`src/rtl/operand_fetch_ctrl.sv`:
```
// Operand-fetch sequencer in front of the single-port 32x32 register bank: queues writebacks,
// arbitrates the bank port, captures read operands. Optional OPERAND_BYPASS_EN forwards queued writes.
module operand_fetch_ctrl #(
  parameter int WB_DEPTH = 4
) (
  input  logic                      clk,
  input  logic                      rstBar,
  input  logic                      req_valid,
  output logic                      req_ready,
  input  logic [4:0]                req_rs1,
  input  logic [4:0]                req_rs2,
  output logic                      op_valid,
  input  logic                      op_ready,
  output logic [31:0]               op_rs1_data,
  output logic [31:0]               op_rs2_data,
  input  logic                      wb_valid,
  output logic                      wb_ready,
  input  logic [4:0]                wb_rd,
  input  logic [31:0]               wb_data,
  output logic [$clog2(WB_DEPTH):0] wb_pending,
  output logic                      rb_csbar,
  output logic                      rb_rdwrbar,
  output logic [4:0]                rb_sel_src0,
  output logic [4:0]                rb_sel_src1,
  output logic [4:0]                rb_sel_dst,
  output logic [31:0]               rb_dst,
  input  logic [31:0]               rb_src0,
  input  logic [31:0]               rb_src1
);
  localparam int PW = $clog2(WB_DEPTH);
  localparam int CW = PW + 1;
  localparam logic [CW-1:0] FULL = CW'(WB_DEPTH);

  // Handshakes: a transfer happens on the posedge where valid & ready are both high.
  typedef enum logic [1:0] {S_IDLE, S_ISSUE, S_WAIT, S_HOLD} state_t;

  state_t        state_q, state_d;
  logic [4:0]    rs1_q, rs1_d, rs2_q, rs2_d;
  logic [31:0]   op1_q, op1_d, op2_q, op2_d;
  logic [4:0]    fifo_rd_q   [WB_DEPTH];
  logic [31:0]   fifo_data_q [WB_DEPTH];
  logic [PW-1:0] wr_ptr_q, wr_ptr_d, rd_ptr_q, rd_ptr_d, idx;
  logic [CW-1:0] count_q, count_d;
  logic          push, pop, req_fire, hit1, hit2;
  logic [31:0]   rd0_val, rd1_val;
`ifdef OPERAND_BYPASS_EN
  logic          byp1_q, byp1_d, byp2_q, byp2_d;
  logic [31:0]   snap1_q, snap1_d, snap2_q, snap2_d, match1, match2;
`endif

  // Scan every live entry oldest-to-youngest so the last hit is the youngest match.
  always_comb begin
    hit1 = 1'b0;
    hit2 = 1'b0;
    idx  = '0;
`ifdef OPERAND_BYPASS_EN
    match1 = '0;
    match2 = '0;
`endif
    for (int k = 0; k < WB_DEPTH; k++) begin
      idx = rd_ptr_q + PW'(k);
      if (CW'(k) < count_q) begin
        if (req_rs1 != 5'd0 && fifo_rd_q[idx] == req_rs1) begin
          hit1 = 1'b1;
`ifdef OPERAND_BYPASS_EN
          match1 = fifo_data_q[idx];
`endif
        end
        if (req_rs2 != 5'd0 && fifo_rd_q[idx] == req_rs2) begin
          hit2 = 1'b1;
`ifdef OPERAND_BYPASS_EN
          match2 = fifo_data_q[idx];
`endif
        end
      end
    end
  end

`ifdef OPERAND_BYPASS_EN
  assign req_ready = (state_q == S_IDLE) && (count_q != FULL);
  assign rd0_val   = byp1_q ? snap1_q : rb_src0;
  assign rd1_val   = byp2_q ? snap2_q : rb_src1;
`else
  assign req_ready = (state_q == S_IDLE) && (count_q != FULL) && !(hit1 || hit2);
  assign rd0_val   = rb_src0;
  assign rd1_val   = rb_src1;
`endif

  assign req_fire    = req_valid && req_ready;
  assign wb_ready    = (count_q != FULL);
  assign push        = wb_valid && wb_ready && (wb_rd != 5'd0);
  assign pop         = (state_q != S_ISSUE) && (count_q != '0);
  assign wb_pending  = count_q;
  assign op_valid    = (state_q == S_HOLD);
  assign op_rs1_data = op1_q;
  assign op_rs2_data = op2_q;

  always_comb begin
    wr_ptr_d = wr_ptr_q + PW'(push);
    rd_ptr_d = rd_ptr_q + PW'(pop);
    count_d  = count_q + CW'(push) - CW'(pop);
  end

  always_comb begin
    state_d = state_q;
    rs1_d   = rs1_q;
    rs2_d   = rs2_q;
    op1_d   = op1_q;
    op2_d   = op2_q;
`ifdef OPERAND_BYPASS_EN
    byp1_d  = byp1_q;
    byp2_d  = byp2_q;
    snap1_d = snap1_q;
    snap2_d = snap2_q;
`endif
    case (state_q)
      S_IDLE: if (req_fire) begin
        rs1_d   = req_rs1;
        rs2_d   = req_rs2;
        state_d = S_ISSUE;
`ifdef OPERAND_BYPASS_EN
        byp1_d  = hit1;
        byp2_d  = hit2;
        snap1_d = match1;
        snap2_d = match2;
`endif
      end
      S_ISSUE: state_d = S_WAIT;
      S_WAIT: begin
        op1_d   = (rs1_q == 5'd0) ? 32'd0 : rd0_val;
        op2_d   = (rs2_q == 5'd0) ? 32'd0 : rd1_val;
        state_d = S_HOLD;
      end
      S_HOLD: if (op_ready) state_d = S_IDLE;
      default: state_d = S_IDLE;
    endcase
  end

  // The read owns the port only in ISSUE; every other cycle drains the FIFO head if present.
  always_comb begin
    rb_csbar    = 1'b1;
    rb_rdwrbar  = 1'b1;
    rb_sel_src0 = 5'd0;
    rb_sel_src1 = 5'd0;
    rb_sel_dst  = 5'd0;
    rb_dst      = 32'd0;
    if (state_q == S_ISSUE) begin
      rb_csbar    = 1'b0;
      rb_sel_src0 = rs1_q;
      rb_sel_src1 = rs2_q;
    end else if (count_q != '0) begin
      rb_csbar   = 1'b0;
      rb_rdwrbar = 1'b0;
      rb_sel_dst = fifo_rd_q[rd_ptr_q];
      rb_dst     = fifo_data_q[rd_ptr_q];
    end
  end

  always_ff @(posedge clk) begin
    if (!rstBar) begin
      state_q  <= S_IDLE;
      rs1_q    <= 5'd0;
      rs2_q    <= 5'd0;
      op1_q    <= 32'd0;
      op2_q    <= 32'd0;
      wr_ptr_q <= '0;
      rd_ptr_q <= '0;
      count_q  <= '0;
`ifdef OPERAND_BYPASS_EN
      byp1_q   <= 1'b0;
      byp2_q   <= 1'b0;
      snap1_q  <= 32'd0;
      snap2_q  <= 32'd0;
`endif
    end else begin
      state_q  <= state_d;
      rs1_q    <= rs1_d;
      rs2_q    <= rs2_d;
      op1_q    <= op1_d;
      op2_q    <= op2_d;
      wr_ptr_q <= wr_ptr_d;
      rd_ptr_q <= rd_ptr_d;
      count_q  <= count_d;
`ifdef OPERAND_BYPASS_EN
      byp1_q   <= byp1_d;
      byp2_q   <= byp2_d;
      snap1_q  <= snap1_d;
      snap2_q  <= snap2_d;
`endif
    end
  end

  // Entry storage needs no reset: liveness is tracked by count_q alone.
  always_ff @(posedge clk) begin
    if (push) begin
      fifo_rd_q[wr_ptr_q]   <= wb_rd;
      fifo_data_q[wr_ptr_q] <= wb_data;
    end
  end
endmodule

```
`config.mk`:
```
export PLATFORM = sky130hd
export DESIGN_NAME = operand_fetch_ctrl
export DESIGN_NICKNAME = d
export VERILOG_FILES = /design/src/rtl/operand_fetch_ctrl.sv
export SDC_FILE = /design/constraint.sdc
export NUM_CORES = 1
export LEC_CHECK = 0
export ABC_AREA = 1
export BUFFER_PORTS_ARGS = -buffer_cell sky130_fd_sc_hd__buf_2
export CORE_MARGIN = 4
export CORE_UTILIZATION = 45
export CTS_BUF_LIST = sky130_fd_sc_hd__clkbuf_2
export DETAILED_ROUTE_END_ITERATION = 10
export PLACE_DENSITY = 0.68
export REMOVE_ABC_BUFFERS = 1
export SYNTH_ARGS = -nofsm -noshare
export SYNTH_HDL_FRONTEND = slang
export SYNTH_SLANG_ARGS = --single-unit
```
`constraint.sdc`:
```
create_clock -name clk -period 4.4 [get_ports clk]
set_clock_uncertainty 0.05 [all_clocks]
set_input_delay 0.22 -clock clk [delete_from_list [all_inputs] [get_ports clk]]
set_output_delay 0.22 -clock clk [all_outputs]
set_load 0.05 [all_outputs]
```
==> metrics.txt, run 1 <==
post-synthesis cell type count 29; Synth area leader edfxtp_1; Tot Pwr 9.149 mW; Sinks on Clock Net between 200 and 250; Yosys warnings 0; first-pass GRT wire length about 47000 microns; DP HPWL ~18000 microns; post-synthesis register bit count approximately 230; CP max FO 68; Cells after Synth 1077; insertion delay to the later sink of the worst-skew pair just over 800 ps; DR DRC count 0; vias in the first global route 9259; internal reg-to-reg setup slack around 390 ps; Critical Setup Path Class register to register; Fill cells around 1800; drt total wl ~30000 microns; Util after Layout a little over three fifths; Worst R2R Path Depth 18; Slew Viols, Final 0; RSZ-0062 raised after global routing false; port bufs 234; CTS tree done; fin crit period around 4000 ps; Initial Util a little under half; total CTS buffers 59; Die Wd about 160 microns; WHS Path Cells 2; Leak 6.257 nW; Vias 9477; core area roughly 22000 sq um; Period Utilization, post-route 91.03%; Seq/Total Area, Yosys around three fifths; initial antenna violation count 3; overflow left after global routing 0; Root Driver clkbuf_2; actual slew at the worst max-slew pin approximately 1200 ps; placed insts around 1500; f_max about 0.25 GHz; sequential cell area about 6000 sq um; Final setup violation count 0; largest net degree at the start of global routing 84; critical path arrival 4610 ps; Die ar. about 25000 sq um; CTS Buffer Depth 3; 1st-iter DRT viols just under 800; Worst-path clk slew between 100 and 150 ps; startpoint types register; leading register cell type out of synthesis edfxtp_1; Mapped Area 10120 sq um; Final Hold Fails 0; Area contributors post-synth edfxtp_1 44%, dfxtp_1 16%, nand2_1 9.6%; share of cells above drive strength 1 approximately a quarter; Synth async-reset ratio 0%; P per Cell Area around 660 nW/um^2; Ports ~240; Area Growth Syn to Fin 36.14%; total track usage 23.33%; Worst Path Required roughly 5000 ps; top cell type's share of synthesized area between 40% and 50%; fin nets roughly 1600; Rows 54; worst IR drop on VDD 0.5210 mV; H-tree levels 2; via/cell ratio 5.210; most frequent cell after synthesis nand2_1; worst rel slew slack 18.08%; Post-synth top cells 259 x nand2_1, 148 x edfxtp_1, 132 x nand3_1; Avg Inst Size Synth around 9.4 sq um; Antenna Nets Post-Route 0; Post-synth EDFFs approximately 150; DRT Pass-1 Iters 5; area of the multi-input gates roughly 3500 sq um; routability congestion estimate 0.9215; outcome finished, final reports clean; max cap viols 0; Hold Path Class primary input to register; Critical Path Sink Type register; die height between 150 and 200 microns; Routed WL per cell between 15 and 20 microns; non-filler cells in the finished layout about 1800
stage by stage:
stage          TNS, ps  hold WS, ps  cell area (sq um)  worst slack [ps]
2_1_floorplan   -31380        263.5               9819            -212.2
3_3_place_gp         0        384.7              11480              1437
3_5_place_dp         0        389.1              11480              1385
4_1_cts              0        2.953              13770             394.2
5_1_grt              0        1.806              13780             17.12
6_report             0        93.49              13780             394.5
critical path: stages, from the launching register on:
cell	delay, ps
dfxtp_2	340
buf_4	590
nand2_1	180
nand2_2	300
nand2_1	140
nand3_1	110
nand2_1	70
nor2_1	130
nand3_1	80
nand2_1	70
nand2_1	50
nand2_1	80
nand2_2	70
nand4_4	190
nand2_2	110
a21oi_1	120
dlygate4sd3_1	560
nor2_1	50
dlygate4sd3_1	540
layer usage:
| layer | track usage (%) | part of all wire [%] | vias up | routed length [microns] |
|---|---|---|---|---|
| li1 | - | - | 4620 | - |
| met1 | 29.43 | 41 | 4420 | 12140 |
| met2 | 39.30 | 50 | 365 | 15040 |
| met3 | 4.757 | 6.0 | 72 | 1788 |
| met4 | 9.748 | 2.8 | 0 | 837 |
| met5 | 0 | 0 | - | 0 |
layout by cell type (no fill, tap or decap):
cell type      instances
a21boi_0               1
a21oi_1               73
a22oi_1               32
a31oi_1               32
and2_1                 1
and3_1                 1
buf_2                234
buf_4                 13
buf_6                  1
bufinv_16              1
clkbuf_2              89
clkinv_1               4
clkinv_4               1
dfxtp_1               81
dfxtp_2                2
diode_2                5
dlygate4sd3_1        178
edfxtp_1             148
fa_1                   1
ha_1                  10
ha_4                   1
inv_1                 67
inv_2                  4
nand2_1              259
nand2_2                6
nand3_1              132
nand3_2                1
nand4_4                1
nor2_1                56
nor3_1                 7
nor3_2                 4
nor4_1                 1
o21ai_0               72
o21ai_1               11
xnor2_1                3
xor2_1                 6
registers in the layout, summed over array words and instances (netlist names):
| name | cells |
|---|---|
| wr_ptr_q | 2 |
| op_rs2_data | 32 |
| op_rs1_data | 32 |
| fifo_data_q | 128 |
| state_q | 2 |
| wb_pending | 3 |
| rs2_q | 5 |
| rd_ptr_q | 2 |
| rs1_q | 5 |
| fifo_rd_q | 20 |
kinds of logic (layout without fill, tap and decap cells):
| kind of cell | Yosys count | count (layout) | synth area share (%) |
|---|---|---|---|
| AND/OR/NAND/NOR | 469 | 469 | 19.61 |
| flip-flops | 231 | 231 | 60.31 |
| AO/OA/AOI/OAI | 221 | 221 | 12.14 |
| buffers and inverters | 135 | 592 | 5.599 |
| adder cells (fa/ha/maj) | 12 | 12 | 1.557 |
| XOR/XNOR | 9 | 9 | 0.7787 |
| other | 0 | 5 | 0 |
where the power goes:
part | internal [mW] | switching (mW) | total (mW)
sequential | 2.70 | 0.193 | 2.90
clock | 0.586 | 0.814 | 1.40
combinational | 1.31 | 3.55 | 4.85
final cells by class:
type,instances,share of cell area [%]
diodes,5,0.09079
repair buffers,426,22.22
flip-flops and latches,231,44.32
well taps,280,2.542
clock inverters,7,0.4176
multi-input cells,711,25.27
inverters,70,1.906
clock buffers,89,3.232
path summary, 6_finish.rpt:
kind                                                    from                      endpoint
worst max-delay path                  rd_ptr_q[0]$_SDFF_PN0_       state_q[1]$_SDFFE_PN0P_
worst min-delay path                             wb_data[18]  fifo_data_q[1][18]$_DFFE_PP_
worst max register to register        rd_ptr_q[0]$_SDFF_PN0_       state_q[1]$_SDFFE_PN0P_
worst min register to register  op_rs1_data[16]$_SDFFE_PN0P_  op_rs1_data[16]$_SDFFE_PN0P_
what timing repair did:
action / in CTS / in global routing
hold buffers: 178 / 0
resized for setup: 0 / 1
endpoints found under the setup margin: 0 / 1
setup buffers: 0 / 0
hold endpoints to repair: 229 / 0
Power figures use the tool's default switching activity.
==> inputs of run 2 (changes only) <==
--- a/config.mk
+++ b/config.mk
@@ -11,7 +11,7 @@
 export CORE_UTILIZATION = 45
 export CTS_BUF_LIST = sky130_fd_sc_hd__clkbuf_2
 export DETAILED_ROUTE_END_ITERATION = 10
-export PLACE_DENSITY = 0.68
+export PLACE_DENSITY = 0.76
 export REMOVE_ABC_BUFFERS = 1
 export SYNTH_ARGS = -nofsm -noshare
 export SYNTH_HDL_FRONTEND = slang
==> metrics.txt, run 2 (synthesis gave the netlist of run 1 again) <==
outcome finished, final reports clean; startpoint types register; Final Hold Fails 0; fin crit period 3993 ps; met2 wire length between 15000 and 20000 microns; Detail Route met3 WL approximately 2100 microns; Ports ~240; DP HPWL approximately 18000 microns; Worst Path Required ~5100 ps; Worst Setup SP rd_ptr_q[0]$_SDFF_PN0_; Period Utilization, post-route 90.76%; critical path arrival between 4000 and 5000 ps; Worst-path clk slew roughly 110 ps; CTS Buffer Depth 3; CP max FO around 70; Die Wd around 160 microns; Largest register FFs roughly 130; Post-CTS Resized 0; 1st-iter DRT viols approximately 840; DP Area about 11000 sq um; internal reg-to-reg setup slack ~410 ps; final setup margin about 410 ps; Vias 9509; total track usage 23.41%; commonest non-fill, non-tap cell in the layout nand2_1; CTS tree done; DR DRC count 0; actual slew at the worst max-slew pin 1223 ps; Final setup violation count 0; Slew Viols, Final 0; Leak 6.044 nW; Hold Path Class primary input to register; Largest Register fifo_data_q; non-filler cells in the finished layout ~1800; H-tree levels 2; reg2reg end rs1_q[3]$_SDFFE_PN0P_; Area Growth Syn to Fin 33.48%; worst IR drop on VDD about 0.35 mV; post-CTS setup buffers 0; Fill cells between 1500 and 2000; Routed WL per cell 16.97 microns; initial antenna violation count 1; largest net degree at the start of global routing 130; port bufs roughly 230; Die ar. 24960 sq um; overflow left after global routing 0; Critical Path Sink Type register; fin nets roughly 1600; insertion delay to the later sink of the worst-skew pair about 860 ps; max cap viols 0; core area 21960 sq um; worst rel slew slack roughly 18%; RSZ-0062 raised after global routing false; die height 158.0 microns; placed insts between 1500 and 2000; P per Cell Area 663.6 nW/um^2; Root Driver clkbuf_2; commonest cells after routing, fill and taps aside 259 x nand2_1, 234 x buf_2, 156 x dlygate4sd3_1, 148 x edfxtp_1, 132 x nand3_1; Critical Setup Path Class register to register; Routed met1 length 11610 microns; drt total wl just over 30000 microns; vias in the first global route roughly 9000; Initial Util 46.10%; highest routed layer met4; Sinks on Clock Net approximately 230; Antenna Nets Post-Route 0; FF-to-FF Start rd_ptr_q[0]$_SDFF_PN0_; via/cell ratio around 5.3; Rows 54; routability congestion estimate between 0.9 and 1; CP Capture Point rs1_q[3]$_SDFFE_PN0P_; DRT Pass-1 Iters 6; share of cells above drive strength 1 ~23%; Design Area, Final ~14000 sq um; total CTS buffers 57; first-pass GRT wire length roughly 47000 microns; f_max between 0.2 and 0.3 GHz; Worst R2R Path Depth 18; WHS Path Cells 2; Setup Slack @ Placement 1555 ps
## run 2: cell types whose count changed in the layout (fill, tap and decap cells not counted), moves of 3 or more
cell	delta
clkbuf_2	-12
dlygate4sd3_1	-22
clkinv_1	+7
diode_2	-3
## run 2: through the flow
step / utilization, % / setup TNS (ps) / power [mW] / hold slack (ps)
global route: 61.53 / 0 / 9.537 / 8.451
detailed placement: 52.28 / 0 / 7.426 / 386.6
floorplan: - / -31380 / 6.175 / 263.5
finish: 61.54 / 0 / 8.967 / 102.1
CTS: 61.38 / 0 / 8.919 / 3.323
global placement: 52.28 / 0 / 7.351 / 382.9
## run 2: worst min path at each step
stage                                         to         from
finish              fifo_data_q[1][27]$_DFFE_PP_  wb_data[27]
global route        fifo_data_q[1][27]$_DFFE_PP_  wb_data[27]
CTS                 fifo_data_q[0][21]$_DFFE_PP_  wb_data[21]
detailed placement  fifo_data_q[0][25]$_DFFE_PP_  wb_data[25]
global placement    fifo_data_q[2][20]$_DFFE_PP_  wb_data[20]
floorplan                 rd_ptr_q[0]$_SDFF_PN0_       rstBar
## run 2: routing by layer
| layer | track usage (%) | up-vias |
|---|---|---|
| met5 | 0 | - |
| met4 | 9.708 | 0 |
| met3 | 4.675 | 106 |
| met2 | 40.64 | 413 |
| met1 | 28.58 | 4438 |
| li1 | - | 4552 |
## run 2: final cells by class
type,instances,area [sq um],area share [%]
diodes,2,5.005,0.03704
flip-flops and latches,231,6108,45.20
clock buffers,77,385.4,2.852
well taps,280,350.3,2.593
multi-input cells,711,3483,25.78
clock inverters,15,80.08,0.5926
inverters,70,262.8,1.944
repair buffers,404,2838,21.00
## run 2: power breakdown
| part | leakage (nW) | internal, mW | switching (mW) |
|---|---|---|---|
| logic | 3.65 | 1.19 | 3.53 |
| clock network | 0.357 | 0.482 | 0.842 |
| registers | 2.04 | 2.70 | 0.222 |
| total | 6.04 | 4.37 | 4.59 |
## run 2: repair_timing
action	4_1_cts	5_1_grt
hold buffers	153	3
endpoints found under the hold margin	226	12
endpoints found under the setup margin	0	0
## run 2: critical path: stages, from the launching register on
cell and delay (ps):
dfxtp_2 350, buf_4 580, nand2_1 180, nand2_2 280
nand2_1 120, nand2_1 120, nand2_1 60, o21ai_1 70
nor2_1 50, nand3_1 80, nand2_1 50, inv_1 50
nand2_1 60, nand2_2 80, nand4_4 200, o21ai_0 270
dlygate4sd3_1 600, a21oi_1 50, dlygate4sd3_1 560
==> inputs of run 3 (changes only) <==
--- a/config.mk
+++ b/config.mk
@@ -11,7 +11,7 @@
 export CORE_UTILIZATION = 45
 export CTS_BUF_LIST = sky130_fd_sc_hd__clkbuf_2
 export DETAILED_ROUTE_END_ITERATION = 10
-export PLACE_DENSITY = 0.76
+export PLACE_DENSITY = 0.67
 export REMOVE_ABC_BUFFERS = 1
 export SYNTH_ARGS = -nofsm -noshare
 export SYNTH_HDL_FRONTEND = slang
==> metrics.txt, run 3 (synthesis gave the netlist of run 1 again) <==
f_max 0.2494 GHz; ordered cell list for the critical path clkinv_2 > buf_4 > nand2_1 > nand3_1 > nand2_1 > nand2_1 > o21ai_0 > nor2_1 > nand2_1 > nand2_1 > nand2_1 > nand2_1 > nand2_2 > nand4_4 > o21ai_0 > dlygate4sd3_1 > a21oi_1 > dlygate4sd3_1; Crit-path slowest cell dlygate4sd3_1; Hold Path Class primary input to register; setup TNS 0 ps; routability congestion estimate 0.9084; first-pass GRT wire length between 50000 and 60000 microns; total CTS buffers 58; Antenna Nets Post-Route 0; via/cell ratio between 5 and 6; Die Wd about 160 microns; max incr delay on CP roughly 570 ps; Largest register FFs roughly 130; initial antenna violation count 2; Leak 6.578 nW; WHS Path Cells 2; Worst-path clk slew about 120 ps; DR DRC count 1; Period Utilization, post-route around nine tenths; insertion delay to the later sink of the worst-skew pair about 900 ps; CP max FO 31; share of cells above drive strength 1 22.32%; Routed WL per cell roughly 17 microns; Setup Slack @ Placement 1126 ps; actual slew at the worst max-slew pin ~1200 ps; fin crit period about 4000 ps; Die ar. 24960 sq um; P per Cell Area 646.0 nW/um^2; critical path arrival 4670 ps; RSZ-0062 raised after global routing false; Worst Path Required 5060 ps; Initial Util about 46%; Largest Register fifo_data_q; Rows 54; Vias around 10000; total track usage between 20 and 30%; Worst path most repeated cell nand2_1; Final setup violation count 0; worst IR drop on VDD between 0.3 and 0.4 mV; die height approximately 160 microns; CTS Buffer Depth 3; Sinks on Clock Net approximately 230; Final Hold Fails 0; fin nets ~1700; largest net degree at the start of global routing 130; Slew Viols, Final 0; H-tree levels 2; DRT Pass-1 Iters 10; commonest non-fill, non-tap cell in the layout nand2_1; drt total wl approximately 32000 microns; Critical Path Sink Type register; core area roughly 22000 sq um; failing checks DRC; Ports approximately 240; commonest cells after routing, fill and taps aside 259 x nand2_1, 242 x dlygate4sd3_1, 234 x buf_2, 148 x edfxtp_1, 132 x nand3_1; CTS tree done; final setup margin approximately 400 ps; vias in the first global route ~10000; DP HPWL 17980 microns; 1st-iter DRT viols ~770; overflow left after global routing 0; outcome complete, but fails checks; max cap viols 0; startpoint types register; worst rel slew slack approximately a fifth; Area Growth Syn to Fin 42.76%; port bufs approximately 230; Critical Setup Path Class register to register; Worst R2R Path Depth 18; Root Driver clkbuf_2
-- run 3: cell types whose count changed in the layout (fill, tap and decap cells not counted), sizes merged --
cell and change:
inv -1, clkbuf +12, buf -2, clkinvlp +1
dlygate4sd3 +86, diode +1
-- run 3: power by group --
part | leakage [nW] | switching (mW) | total (mW) | internal, mW
Clock | 0.401 | 0.874 | 1.42 | 0.542
Sequential | 2.04 | 0.215 | 2.92 | 2.70
Combinational | 4.14 | 3.60 | 5.00 | 1.40
-- run 3: area by class of cell --
type                       instances  area, sq um
antenna                            3        7.507
clock buffer                      88        440.4
clock inverter                    15        80.08
fill                            1736         7506
inverter                          70        264.0
multi-input combinational        711         3483
sequential                       231         6111
tap                              280        350.3
timing repair buffer             489         3716
-- run 3: routing by layer --
metal / vias up / routed length, microns / GRT usage, %
met3: 145 / 1787 / 4.757
met2: 420 / 16390 / 42.08
li1: 4727 / - / -
met1: 4679 / 12480 / 30.27
met5: - / 0 / 0
met4: 0 / 1654 / 14.54
-- run 3: metrics by stage --
stage	hold WS [ps]	cells	utilization, %	power, mW	cell area (sq um)
after global placement	383.5	1538	52.22	7.380	11470
after CTS	1.584	1883	65.62	9.262	14410
after detailed placement	388.9	1538	52.22	7.424	11470
after floorplan	263.5	1012	-	6.175	9819
final	86.14	1887	65.82	9.337	14450
after global routing	31.17	1886	65.81	9.945	14450
-- run 3: worst paths after layout --
kind / to / slack [ps] / start
min: fifo_data_q[1][3]$_DFFE_PP_ / 90 / wb_data[3]
max: rs1_q[1]$_SDFFE_PN0P_ / 390 / rd_ptr_q[0]$_SDFF_PN0_
max reg2reg: rs1_q[1]$_SDFFE_PN0P_ / 390 / rd_ptr_q[0]$_SDFF_PN0_
min reg2reg: rs1_q[3]$_SDFFE_PN0P_ / 440 / rs1_q[3]$_SDFFE_PN0P_
-- run 3: repair_timing --
item	in CTS	in global routing
endpoints found under the hold margin	231	0
gates resized for setup	0	4
hold buffers	242	0
endpoints found under the setup margin	0	10
buffers inserted	0	1
-- run 3: critical path: cells and delay by family (launching register included) --
family                 cells  cell delay, ps
buffers and inverters      4            1960
DFF                        1             360
AOI/OAI and AO/OA          3             350
and+or+nand+nor           11            1070
